## config.mk

```make
export PLATFORM = sky130hd
export DESIGN_NAME = csr_file_flat
export DESIGN_NICKNAME = d
export VERILOG_FILES = /design/src/rtl/csr_file_if.sv /design/src/rtl/csr_file.sv /design/src/flat_wrapper.sv
export SDC_FILE = /design/constraint.sdc
export NUM_CORES = 1
export LEC_CHECK = 0
export CORE_UTILIZATION = 57
export CTS_CLUSTER_SIZE = 28
export DETAILED_ROUTE_END_ITERATION = 16
export PLACE_DENSITY = 0.91
export SETUP_SLACK_MARGIN = 0.2
export SYNTH_ARGS = -nofsm -noshare
export SYNTH_HDL_FRONTEND = slang
export SYNTH_SLANG_ARGS = --single-unit
```

## constraint.sdc

```tcl
create_clock -name clk -period 3.66 [get_ports clk]
set_clock_uncertainty 0.15 [all_clocks]
set_input_delay 0.732 -clock clk [delete_from_list [all_inputs] [get_ports clk]]
set_output_delay 0.732 -clock clk [all_outputs]
set_load 0.02 [all_outputs]
```

## src/rtl/csr_file_if.sv

```systemverilog
// -----------------------------------------------------------------------------
// csr_file_if
// Bundles the decode-stage <-> CSR-file signals.
//   master : decode/next-PC side (drives requests, consumes read data/vectors)
//   slave  : csr_file side
// Signals:
//   retire      instruction commits this cycle (gates all CSR writes, minstret)
//   pc          PC of current instruction (captured into mepc on trap entry)
//   csr_raddr   combinational read address      csr_rdata  read data
//   csr_waddr1  port-1 write address            csr_wdata1 port-1 write data
//   csr_wen1    port-1 write enable             csr_wen2   trap entry (ecall)
//   mret        trap return
//   mtvec_o     current mtvec                   mepc_o     current mepc
// -----------------------------------------------------------------------------
interface csr_file_if;
    logic        retire;
    logic [31:0] pc;
    logic [11:0] csr_raddr;
    logic [31:0] csr_rdata;
    logic [11:0] csr_waddr1;
    logic [31:0] csr_wdata1;
    logic        csr_wen1;
    logic        csr_wen2;
    logic        mret;
    logic [31:0] mtvec_o;
    logic [31:0] mepc_o;

    modport master (
        output retire, pc, csr_raddr, csr_waddr1, csr_wdata1,
               csr_wen1, csr_wen2, mret,
        input  csr_rdata, mtvec_o, mepc_o
    );

    modport slave (
        input  retire, pc, csr_raddr, csr_waddr1, csr_wdata1,
               csr_wen1, csr_wen2, mret,
        output csr_rdata, mtvec_o, mepc_o
    );
endinterface

```

## src/rtl/csr_file.sv

```systemverilog
// -----------------------------------------------------------------------------
// csr_file
// Machine-mode CSR register file. Zero-latency read port, one general write
// port, trap entry (ecall) / trap return (mret) updates of mstatus/mepc, and
// the 64-bit mcycle / minstret counters. mtvec and mepc are exported for
// next-PC redirects.
// Ports:
//   clk    core clock, all state updates on posedge
//   rst_n  asynchronous active-low reset
//   bus    csr_file_if.slave (see csr_file_if for signal list)
// Parameters:
//   MVENDORID_VAL  read-only value at 0xF11
//   MARCHID_VAL    read-only value at 0xF12
// -----------------------------------------------------------------------------
module csr_file #(
    parameter logic [31:0] MVENDORID_VAL = 32'h0,
    parameter logic [31:0] MARCHID_VAL   = 32'h0
) (
    input  logic             clk,
    input  logic             rst_n,
    csr_file_if.slave        bus
);

    localparam logic [11:0] A_MSTATUS   = 12'h300;
    localparam logic [11:0] A_MTVEC     = 12'h305;
    localparam logic [11:0] A_MSCRATCH  = 12'h340;
    localparam logic [11:0] A_MEPC      = 12'h341;
    localparam logic [11:0] A_MCAUSE    = 12'h342;
    localparam logic [11:0] A_MCYCLE    = 12'hB00;
    localparam logic [11:0] A_MINSTRET  = 12'hB02;
    localparam logic [11:0] A_MCYCLEH   = 12'hB80;
    localparam logic [11:0] A_MINSTRETH = 12'hB82;
    localparam logic [11:0] A_MVENDORID = 12'hF11;
    localparam logic [11:0] A_MARCHID   = 12'hF12;

    // Architectural state. mstatus keeps only MIE/MPIE; MPP is hardwired to M.
    logic        r_mie;
    logic        r_mpie;
    logic [31:0] r_mtvec;
    logic [31:0] r_mscratch;
    logic [31:0] r_mepc;
    logic [31:0] r_mcause;
    logic [63:0] r_mcycle;
    logic [63:0] r_minstret;

    // Qualified update strobes; nothing but mcycle moves without retire.
    logic w_wr;
    logic w_trap;
    logic w_mret;
    logic w_wr_mstatus;
    logic w_wr_mtvec;
    logic w_wr_mscratch;
    logic w_wr_mepc;
    logic w_wr_mcause;
    logic w_wr_mcycle;
    logic w_wr_mcycleh;
    logic w_wr_minstret;
    logic w_wr_minstreth;
    logic [31:0] w_mstatus;
    logic [31:0] w_wdata_al;
    logic [31:0] w_pc_al;

    assign w_wr   = bus.retire & bus.csr_wen1;
    assign w_trap = bus.retire & bus.csr_wen2;
    // Trap entry wins if both are asserted.
    assign w_mret = bus.retire & bus.mret & ~bus.csr_wen2;

    assign w_wr_mstatus   = w_wr & (bus.csr_waddr1 == A_MSTATUS);
    assign w_wr_mtvec     = w_wr & (bus.csr_waddr1 == A_MTVEC);
    assign w_wr_mscratch  = w_wr & (bus.csr_waddr1 == A_MSCRATCH);
    assign w_wr_mepc      = w_wr & (bus.csr_waddr1 == A_MEPC);
    assign w_wr_mcause    = w_wr & (bus.csr_waddr1 == A_MCAUSE);
    assign w_wr_mcycle    = w_wr & (bus.csr_waddr1 == A_MCYCLE);
    assign w_wr_mcycleh   = w_wr & (bus.csr_waddr1 == A_MCYCLEH);
    assign w_wr_minstret  = w_wr & (bus.csr_waddr1 == A_MINSTRET);
    assign w_wr_minstreth = w_wr & (bus.csr_waddr1 == A_MINSTRETH);

    // mtvec (direct mode only) and mepc are word aligned.
    assign w_wdata_al = bus.csr_wdata1 & 32'hFFFF_FFFC;
    assign w_pc_al    = bus.pc & 32'hFFFF_FFFC;

    assign w_mstatus = {19'd0, 2'b11, 3'd0, r_mpie, 3'd0, r_mie, 3'd0};

    // NOTE: sequential state uses non-blocking assignments so every register
    // samples pre-edge values regardless of block ordering.
    always_ff @(posedge clk or negedge rst_n) begin
        if (!rst_n) begin
            r_mie  <= 1'b0;
            r_mpie <= 1'b0;
        end else if (w_trap) begin
            r_mpie <= r_mie;
            r_mie  <= 1'b0;
        end else if (w_mret) begin
            r_mie  <= r_mpie;
            r_mpie <= 1'b1;
        end else if (w_wr_mstatus) begin
            r_mie  <= bus.csr_wdata1[3];
            r_mpie <= bus.csr_wdata1[7];
        end
    end

    always_ff @(posedge clk or negedge rst_n) begin
        if (!rst_n) begin
            r_mepc <= 32'd0;
        end else if (w_trap) begin
            r_mepc <= w_pc_al;
        end else if (w_wr_mepc) begin
            r_mepc <= w_wdata_al;
        end
    end

    always_ff @(posedge clk or negedge rst_n) begin
        if (!rst_n) begin
            r_mtvec    <= 32'd0;
            r_mscratch <= 32'd0;
            r_mcause   <= 32'd0;
        end else begin
            if (w_wr_mtvec)    r_mtvec    <= w_wdata_al;
            if (w_wr_mscratch) r_mscratch <= bus.csr_wdata1;
            if (w_wr_mcause)   r_mcause   <= bus.csr_wdata1;
        end
    end

    // Counters: a write to either half replaces that half and suppresses the
    // increment; otherwise a full 64-bit add carries across the halves.
    always_ff @(posedge clk or negedge rst_n) begin
        if (!rst_n) begin
            r_mcycle <= 64'd0;
        end else if (w_wr_mcycle) begin
            r_mcycle[31:0] <= bus.csr_wdata1;
        end else if (w_wr_mcycleh) begin
            r_mcycle[63:32] <= bus.csr_wdata1;
        end else begin
            r_mcycle <= r_mcycle + 64'd1;
        end
    end

    always_ff @(posedge clk or negedge rst_n) begin
        if (!rst_n) begin
            r_minstret <= 64'd0;
        end else if (w_wr_minstret) begin
            r_minstret[31:0] <= bus.csr_wdata1;
        end else if (w_wr_minstreth) begin
            r_minstret[63:32] <= bus.csr_wdata1;
        end else if (bus.retire) begin
            r_minstret <= r_minstret + 64'd1;
        end
    end

    // Read port is purely combinational from the registers, so a read in the
    // same cycle as a write naturally returns the old value.
    // NOTE: csr_rdata gets a default before the case so no latch is inferred
    // for unmapped addresses.
    always_comb begin
        bus.csr_rdata = 32'd0;
        case (bus.csr_raddr)
            A_MSTATUS:   bus.csr_rdata = w_mstatus;
            A_MTVEC:     bus.csr_rdata = r_mtvec;
            A_MSCRATCH:  bus.csr_rdata = r_mscratch;
            A_MEPC:      bus.csr_rdata = r_mepc;
            A_MCAUSE:    bus.csr_rdata = r_mcause;
            A_MCYCLE:    bus.csr_rdata = r_mcycle[31:0];
            A_MINSTRET:  bus.csr_rdata = r_minstret[31:0];
            A_MCYCLEH:   bus.csr_rdata = r_mcycle[63:32];
            A_MINSTRETH: bus.csr_rdata = r_minstret[63:32];
            A_MVENDORID: bus.csr_rdata = MVENDORID_VAL;
            A_MARCHID:   bus.csr_rdata = MARCHID_VAL;
            default:     bus.csr_rdata = 32'd0;
        endcase
    end

    assign bus.mtvec_o = r_mtvec;
    assign bus.mepc_o  = r_mepc;

endmodule

```

## src/flat_wrapper.sv

```systemverilog
// flat-port wrapper written by rule: the top's interface ports become plain ports
module csr_file_flat 
#(
    parameter logic [31:0] MVENDORID_VAL = 32'h0,
    parameter logic [31:0] MARCHID_VAL   = 32'h0
)
  (clk, rst_n, bus_retire, bus_pc, bus_csr_raddr, bus_csr_waddr1, bus_csr_wdata1, bus_csr_wen1, bus_csr_wen2, bus_mret, bus_csr_rdata, bus_mtvec_o, bus_mepc_o);
  csr_file_if bus_i ();
  input  logic clk;
  input  logic rst_n;
  input wire logic [$bits(bus_i.retire)-1:0] bus_retire;
  input wire logic [$bits(bus_i.pc)-1:0] bus_pc;
  input wire logic [$bits(bus_i.csr_raddr)-1:0] bus_csr_raddr;
  input wire logic [$bits(bus_i.csr_waddr1)-1:0] bus_csr_waddr1;
  input wire logic [$bits(bus_i.csr_wdata1)-1:0] bus_csr_wdata1;
  input wire logic [$bits(bus_i.csr_wen1)-1:0] bus_csr_wen1;
  input wire logic [$bits(bus_i.csr_wen2)-1:0] bus_csr_wen2;
  input wire logic [$bits(bus_i.mret)-1:0] bus_mret;
  output wire logic [$bits(bus_i.csr_rdata)-1:0] bus_csr_rdata;
  output wire logic [$bits(bus_i.mtvec_o)-1:0] bus_mtvec_o;
  output wire logic [$bits(bus_i.mepc_o)-1:0] bus_mepc_o;
  assign bus_i.retire = bus_retire;
  assign bus_i.pc = bus_pc;
  assign bus_i.csr_raddr = bus_csr_raddr;
  assign bus_i.csr_waddr1 = bus_csr_waddr1;
  assign bus_i.csr_wdata1 = bus_csr_wdata1;
  assign bus_i.csr_wen1 = bus_csr_wen1;
  assign bus_i.csr_wen2 = bus_csr_wen2;
  assign bus_i.mret = bus_mret;
  assign bus_csr_rdata = bus_i.csr_rdata;
  assign bus_mtvec_o = bus_i.mtvec_o;
  assign bus_mepc_o = bus_i.mepc_o;
  csr_file #(.MVENDORID_VAL(MVENDORID_VAL), .MARCHID_VAL(MARCHID_VAL)) u_core (.clk(clk), .rst_n(rst_n), .bus(bus_i));
endmodule
```

==> results of run 1 <==
-- metrics by stage --
stage	setup WS, ps	cells	TNS [ps]	utilization, %	instance area, um^2
floorplan	277	1718	0	-	15100
global placement	-466	2241	-11700	69.5	18000
detailed placement	-603	2241	-12830	69.5	18000
CTS	207	2299	0	74.4	19300
global route	180	2299	0	74.4	19300
finish	201	2302	0	74.4	19300
-- kinds of logic (layout without fill, tap and decap cells) --
family	after synthesis	after routing
xor gates and xnor gates	2	2
muxes	162	162
DFF	254	254
buffers and inverters	138	384
adders and majority gates	2	2
other	1	7
and+or+nand+nor	694	694
AOI/OAI and AO/OA	462	462
-- power breakdown --
group          internal [uW]  switching [uW]  leakage, uW
sequential              2960             313      0.00310
clock                   2160            1250     0.000542
combinational            368             530      0.00474
-- repair_timing --
action / 4_1_cts / 5_1_grt
setup endpoints to repair: 32 / 29
resized for setup: 138 / 24
setup buffers: 5 / 0
gates cloned: 0 / 0
pin swaps: 8 / 6
hold buffers: 0 / 0
-- cell type report --
cell class | instances | area, um^2
fill | 1813 | 6640
clock buffer | 37 | 796
tap | 335 | 419
inverter | 24 | 90.1
sequential | 254 | 6360
clock inverter | 16 | 308
multi-input combinational | 1326 | 8420
timing repair buffer | 307 | 2950
antenna | 3 | 7.51
-- worst reg2reg max path: stages, from the launching register on --
cell     delay [ps]
dfrtp_1         520
ha_1            300
and4_1          360
nand4_1         180
or4b_2          740
nor4_1          340
mux2i_1         130
a221o_1         270
-- registers in the layout, indices dropped and copies added, names as in the netlist --
| name | flops |
|---|---|
| u_core.r_mpie | 1 |
| u_core.r_mscratch | 32 |
| u_core.r_mie | 1 |
| u_core.bus.mepc_o | 30 |
| u_core.bus.mtvec_o | 30 |
| u_core.r_minstret | 64 |
| u_core.r_mcause | 32 |
| u_core.r_mcycle | 64 |
-- layer usage --
metal	vias up	GRT usage, %
met3	373	15.5
met1	7994	60.3
met5	-	1.33
li1	6943	-
met2	1441	69.2
met4	2	26.7
-- worst min-delay path by stage --
stage | end | slack (ps)
global route | u_core.r_minstret[4] | 110
floorplan | u_core.bus.mepc_o[10] | 290
detailed placement | u_core.r_mscratch[27] | 320
global placement | u_core.r_mcause[27] | 310
finish | u_core.r_minstret[36] | 50
CTS | u_core.r_minstret[0] | 90
-- cells in the mapped netlist (11+ instances only) --
cell,n
and2_1,13
a211oi_1,11
inv_1,24
clkbuf_1,95
o21ai_0,79
a221oi_1,18
or4_1,14
mux2i_1,68
o22ai_1,24
nor3_1,51
a22oi_1,60
mux2_2,94
nor2_1,185
a21oi_1,159
nand2_1,143
o31ai_1,15
nor4_1,35
nand4_1,52
and3_1,25
or3_1,14
a31oi_1,14
nand3_1,111
dfrtp_1,254
buf_1,11
==> flow_summary.yaml, run 1 <==
outcome:
  status: "finished clean"
synthesis:
  synth_area_per_cell_um2: 8.79
  synth_xor_area_share_pct: 0.116
  ys_async_sr_fraction_pct: 100
  yosys_register_bits: 254
  synth.largest_area_cell: "dfrtp_1"
  yosys_warnings: 0
  synth_area_um2: 15100
  synth-seq-area-share_pct: 42.2
  synthAdderAreaFrac_pct: 0.166
  synth_compound_area_share_pct: 19.6
  ys_types: 76
  yosys.area_share.simple_pct: 22.8
  synth_edf_count: 0
  synth_top_area_share_pct: 42.2
  netlist_top_cells_area: "dfrtp_1 (42%), mux2_2 (7.0%), a21oi_1 (5.3%)"
  synth_ff_type: "dfrtp_1"
  synth_top_family_by_area: "simple AND/OR/NAND/NOR gates"
  muxShareOfSynthArea_pct: 11.5
  synthCells: 1715
setup_path:
  slowest_stage: "nor3_1"
  path_buf_inv: 3
  crit_path_start_kind: "primary input"
  path_class: "in2out"
  cpPeakStageDelay_ps: 340
  worstReg2RegStart: "u_core.r_minstret[1]"
  critical-path-top-delay-family: "simple AND/OR/NAND/NOR gates"
  r2r_cells: 7
  crit_start: "bus_csr_raddr[5]"
  crit_chain: "dlygate4sd2_1 > nor3_1 > nand3_2 > nor2_2 > buf_12 > a21oi_1 > nand3_1 > clkdlybuf4s15_1"
  critPathRequiredTime_ps: 2780
  critPathArrivalTime_ps: 2580
  crit_cells: 8
  crit_end: "bus_csr_rdata[8]"
  cp-end-kind: "output port"
  r2r_setup_slack_ps: 560
  cp_max_fo: 26
  r2r-end: "u_core.r_minstret[62]"
routing:
  wl_mm: 63.7
  antenna_left: 0
  first_pass_iters: 8
  drt_iter0_markers: 2809
  via_count: 16800
  dr_wl_met2_mm: 27.5
  drcViolationCount: 0
  wl_per_cell_um: 27.7
  routed.top_layer: "met5"
  dr_wl_met3_mm: 9.84
  wl_met1_mm: 22.0
  routed_via_density: 7.28
layout:
  layout-drive-gt1-share_pct: 18.4
  final_common_cell: "dfrtp_1"
  nets: 2038
  synthToLayoutAreaGrowth_pct: 28.4
  layout_common_cells: "dfrtp_1 (254), nor2_1 (176), a21oi_1 (158), nand2_1 (138), clkdlybuf4s50_1 (138)"
placed_design:
  place_congestion: 1.01
  port_buffers: 183
  dp_hpwl_mm: 44.5
floorplanning:
  die_area_um2: 27100
  die_x_um: 165
  start_util_pct: 58.0
  num_io_pins: 190
  core_um2: 26000
  row_count: 59
  die_y_um: 165
power:
  peakVddDrop_v: 0.000429
  total_power_uw: 7580
  p_per_area_nw_per_um2: 392
  p_leak_uw: 0.00839
timing:
  worst_hold_slack_ps: 52.2
  slew_violations: 0
  setup_violations: 0
  period_minus_slack_ps: 3460
  hold_viol: 0
  rsz0062_at_grt: "yes"
  maxSlewHeadroom_pct: 41.8
  period_share_pct: 94.5
  fmax_mhz: 289
  worstMarginPinSlew_ps: 866
global_route:
  grt_use_total_pct: 46.9
  grt_pass1_vias: 15900
  grt_max_degree: 91
  grt_pass1_wl_mm: 94.9
  overflow: 0
  antenna_found_initial: 1
clock_tree:
  cts_max_level: 1
  cts.path.max_buffers: 3
  cts_tree: "done"
  numCtsBuffers: 29
  clk_latency_ps: 550
  clkSlewWorstSetupHoldPaths_ps: 60
  clockRootBuffer: "clkbuf_16"
  clock-sinks: 254
job:
  cap_violations: 0
min_path:
  min_path_type: "in2async"
Power figures use the tool's default switching activity.
==> inputs of run 2 (changes only) <==
Settings changed: CORE_UTILIZATION 57 to 65, DONT_BUFFER_PORTS set to 1, PLACE_DENSITY 0.91 to 0.9.
==> run 2 against run 1 <==
First-iteration DRC count rose by 12%. Die area fell by 12%. The flow now finishes with violations (hold timing). Combinational power decreased by 48%. Global-route usage is 3.0 points higher. Wire length shrank 6.8%. Total power is 11% lower. Final cell count decreased by 12%. Sequential cell count is the same. Utilization decreased by 1.0 points.
==> flow_summary.yaml, run 2 (synthesis results as in run 1) <==
outcome:
  failed_checks: "hold timing"
  status: "complete, but fails checks"
power:
  peakVddDrop_v: 0.000388
  p_per_area_nw_per_um2: 403
  total_power_uw: 6710
  p_leak_uw: 0.00726
timing:
  hold_viol: 254
  worstMarginPinSlew_ps: 1030
  setup_tns_ps: 0
  worst_hold_slack_ps: -288
  setup_violations: 0
  fmax_mhz: 288
  period_share_pct: 94.9
  setup_ws_ps: 186
  rsz0062_at_grt: "no"
  maxSlewHeadroom_pct: 31.3
  period_minus_slack_ps: 3470
  slew_violations: 0
clock_tree:
  cts.path.max_buffers: 3
  cts_max_level: 1
  numCtsBuffers: 28
  clock-sinks: 254
  clockRootBuffer: "clkbuf_16"
  cts_resized: 0
  cts_tree: "done"
  clkSlewWorstSetupHoldPaths_ps: 70
  clk_latency_ps: 570
  postCtsSetupBuffers: 0
layout:
  final_common_cell: "dfrtp_1"
  finalNonFillerCells: 2025
  synthToLayoutAreaGrowth_pct: 10.6
  reg_top3: "u_core.r_mcycle x64, u_core.r_minstret x64"
  layout_common_cells: "dfrtp_1 (254), nor2_1 (180), a21oi_1 (159), nand2_1 (141), nand3_1 (111)"
  layout-drive-gt1-share_pct: 14.9
  diodes: 0
  final_area_um2: 16700
  nets: 1815
floorplanning:
  start_util_pct: 66.4
  die_area_um2: 23800
  num_io_pins: 190
  core_um2: 22700
  die_x_um: 154
  row_count: 55
  die_y_um: 154
routing:
  routed_via_density: 7.80
  wl_mm: 59.3
  drcViolationCount: 0
  drt_iter0_markers: 3146
  antenna_left: 0
  wl_per_cell_um: 29.3
  via_count: 15800
  first_pass_iters: 6
placed_design:
  port_buffers: 0
  dpl_cell_area_um2: 15700
  dp_slack_ps: 306
  dp_hpwl_mm: 41.2
  place_congestion: 1.01
  dpl.cell_count: 1974
setup_path:
  cp-end-kind: "output port"
  critPathRequiredTime_ps: 2780
  crit_end: "bus_csr_rdata[22]"
  path_class: "in2out"
  worstReg2RegStart: "u_core.r_minstret[13]"
  crit_start: "bus_csr_raddr[10]"
  r2r_cells: 6
  r2r-end: "u_core.r_minstret[62]"
  crit_path_start_kind: "primary input"
  cp_max_fo: 8
  r2r_setup_slack_ps: 540
  critPathArrivalTime_ps: 2590
global_route:
  grt_pass1_vias: 14800
  grt_max_degree: 255
  grt_pass1_wl_mm: 88.8
  grt_use_total_pct: 49.9
  antenna_found_initial: 2
  overflow: 0
min_path:
  min_path_type: "in2async"
job:
  cap_violations: 0
## run 2: report_power, final
part | total, uW | switching, uW | internal (uW)
combinational | 465 | 267 | 198
clock | 2990 | 1250 | 1740
sequential | 3260 | 303 | 2960
total | 6710 | 1810 | 4900
## run 2: final cells by class
class                           instances  area [um^2]
Multi-Input combinational cell       1326         8220
Sequential cell                       254         6360
Fill cell                            1661         6040
Clock buffer                           38          800
Timing Repair Buffer                   85          688
Tap cell                              285          357
Clock inverter                         13          159
Inverter                               24         90.1
## run 2: worst min-delay path by stage
stage | start | cells past startpoint | slack (ps) | endpoint
6_report | rst_n | 0 | -290 | u_core.r_minstret[40]
3_3_place_gp | rst_n | 0 | 300 | u_core.bus.mtvec_o[6]
5_1_grt | rst_n | 0 | -290 | u_core.r_minstret[39]
2_1_floorplan | rst_n | 0 | 290 | u_core.bus.mepc_o[10]
3_5_place_dp | rst_n | 0 | 300 | u_core.r_minstret[40]
4_1_cts | rst_n | 0 | -290 | u_core.r_minstret[40]
## run 2: metal layers
| layer | GRT usage (%) | vias up | share of wire, % |
|---|---|---|---|
| met5 | 0 | - | 0.030 |
| met4 | 30.4 | 2 | 7.0 |
| met3 | 14.5 | 335 | 16 |
| met2 | 72.1 | 1491 | 42 |
| met1 | 66.7 | 7475 | 34 |
| li1 | - | 6490 | - |
## run 2: worst max-delay path, cell delays in order
cell and delay [ps]:
nor4bb_1 270, buf_4 180, and3_1 250, nand2_1 360, buf_4 320, nor2_1 120
a221oi_1 70, nand3_1 120, buf_4 150
## run 2: through the flow
stage / hold WS (ps) / utilization [%]
finish: -288 / 73.4
CTS: -288 / 73.4
global placement: 299 / 69.2
global route: -289 / 73.4
detailed placement: 297 / 69.2
floorplan: 286 / -
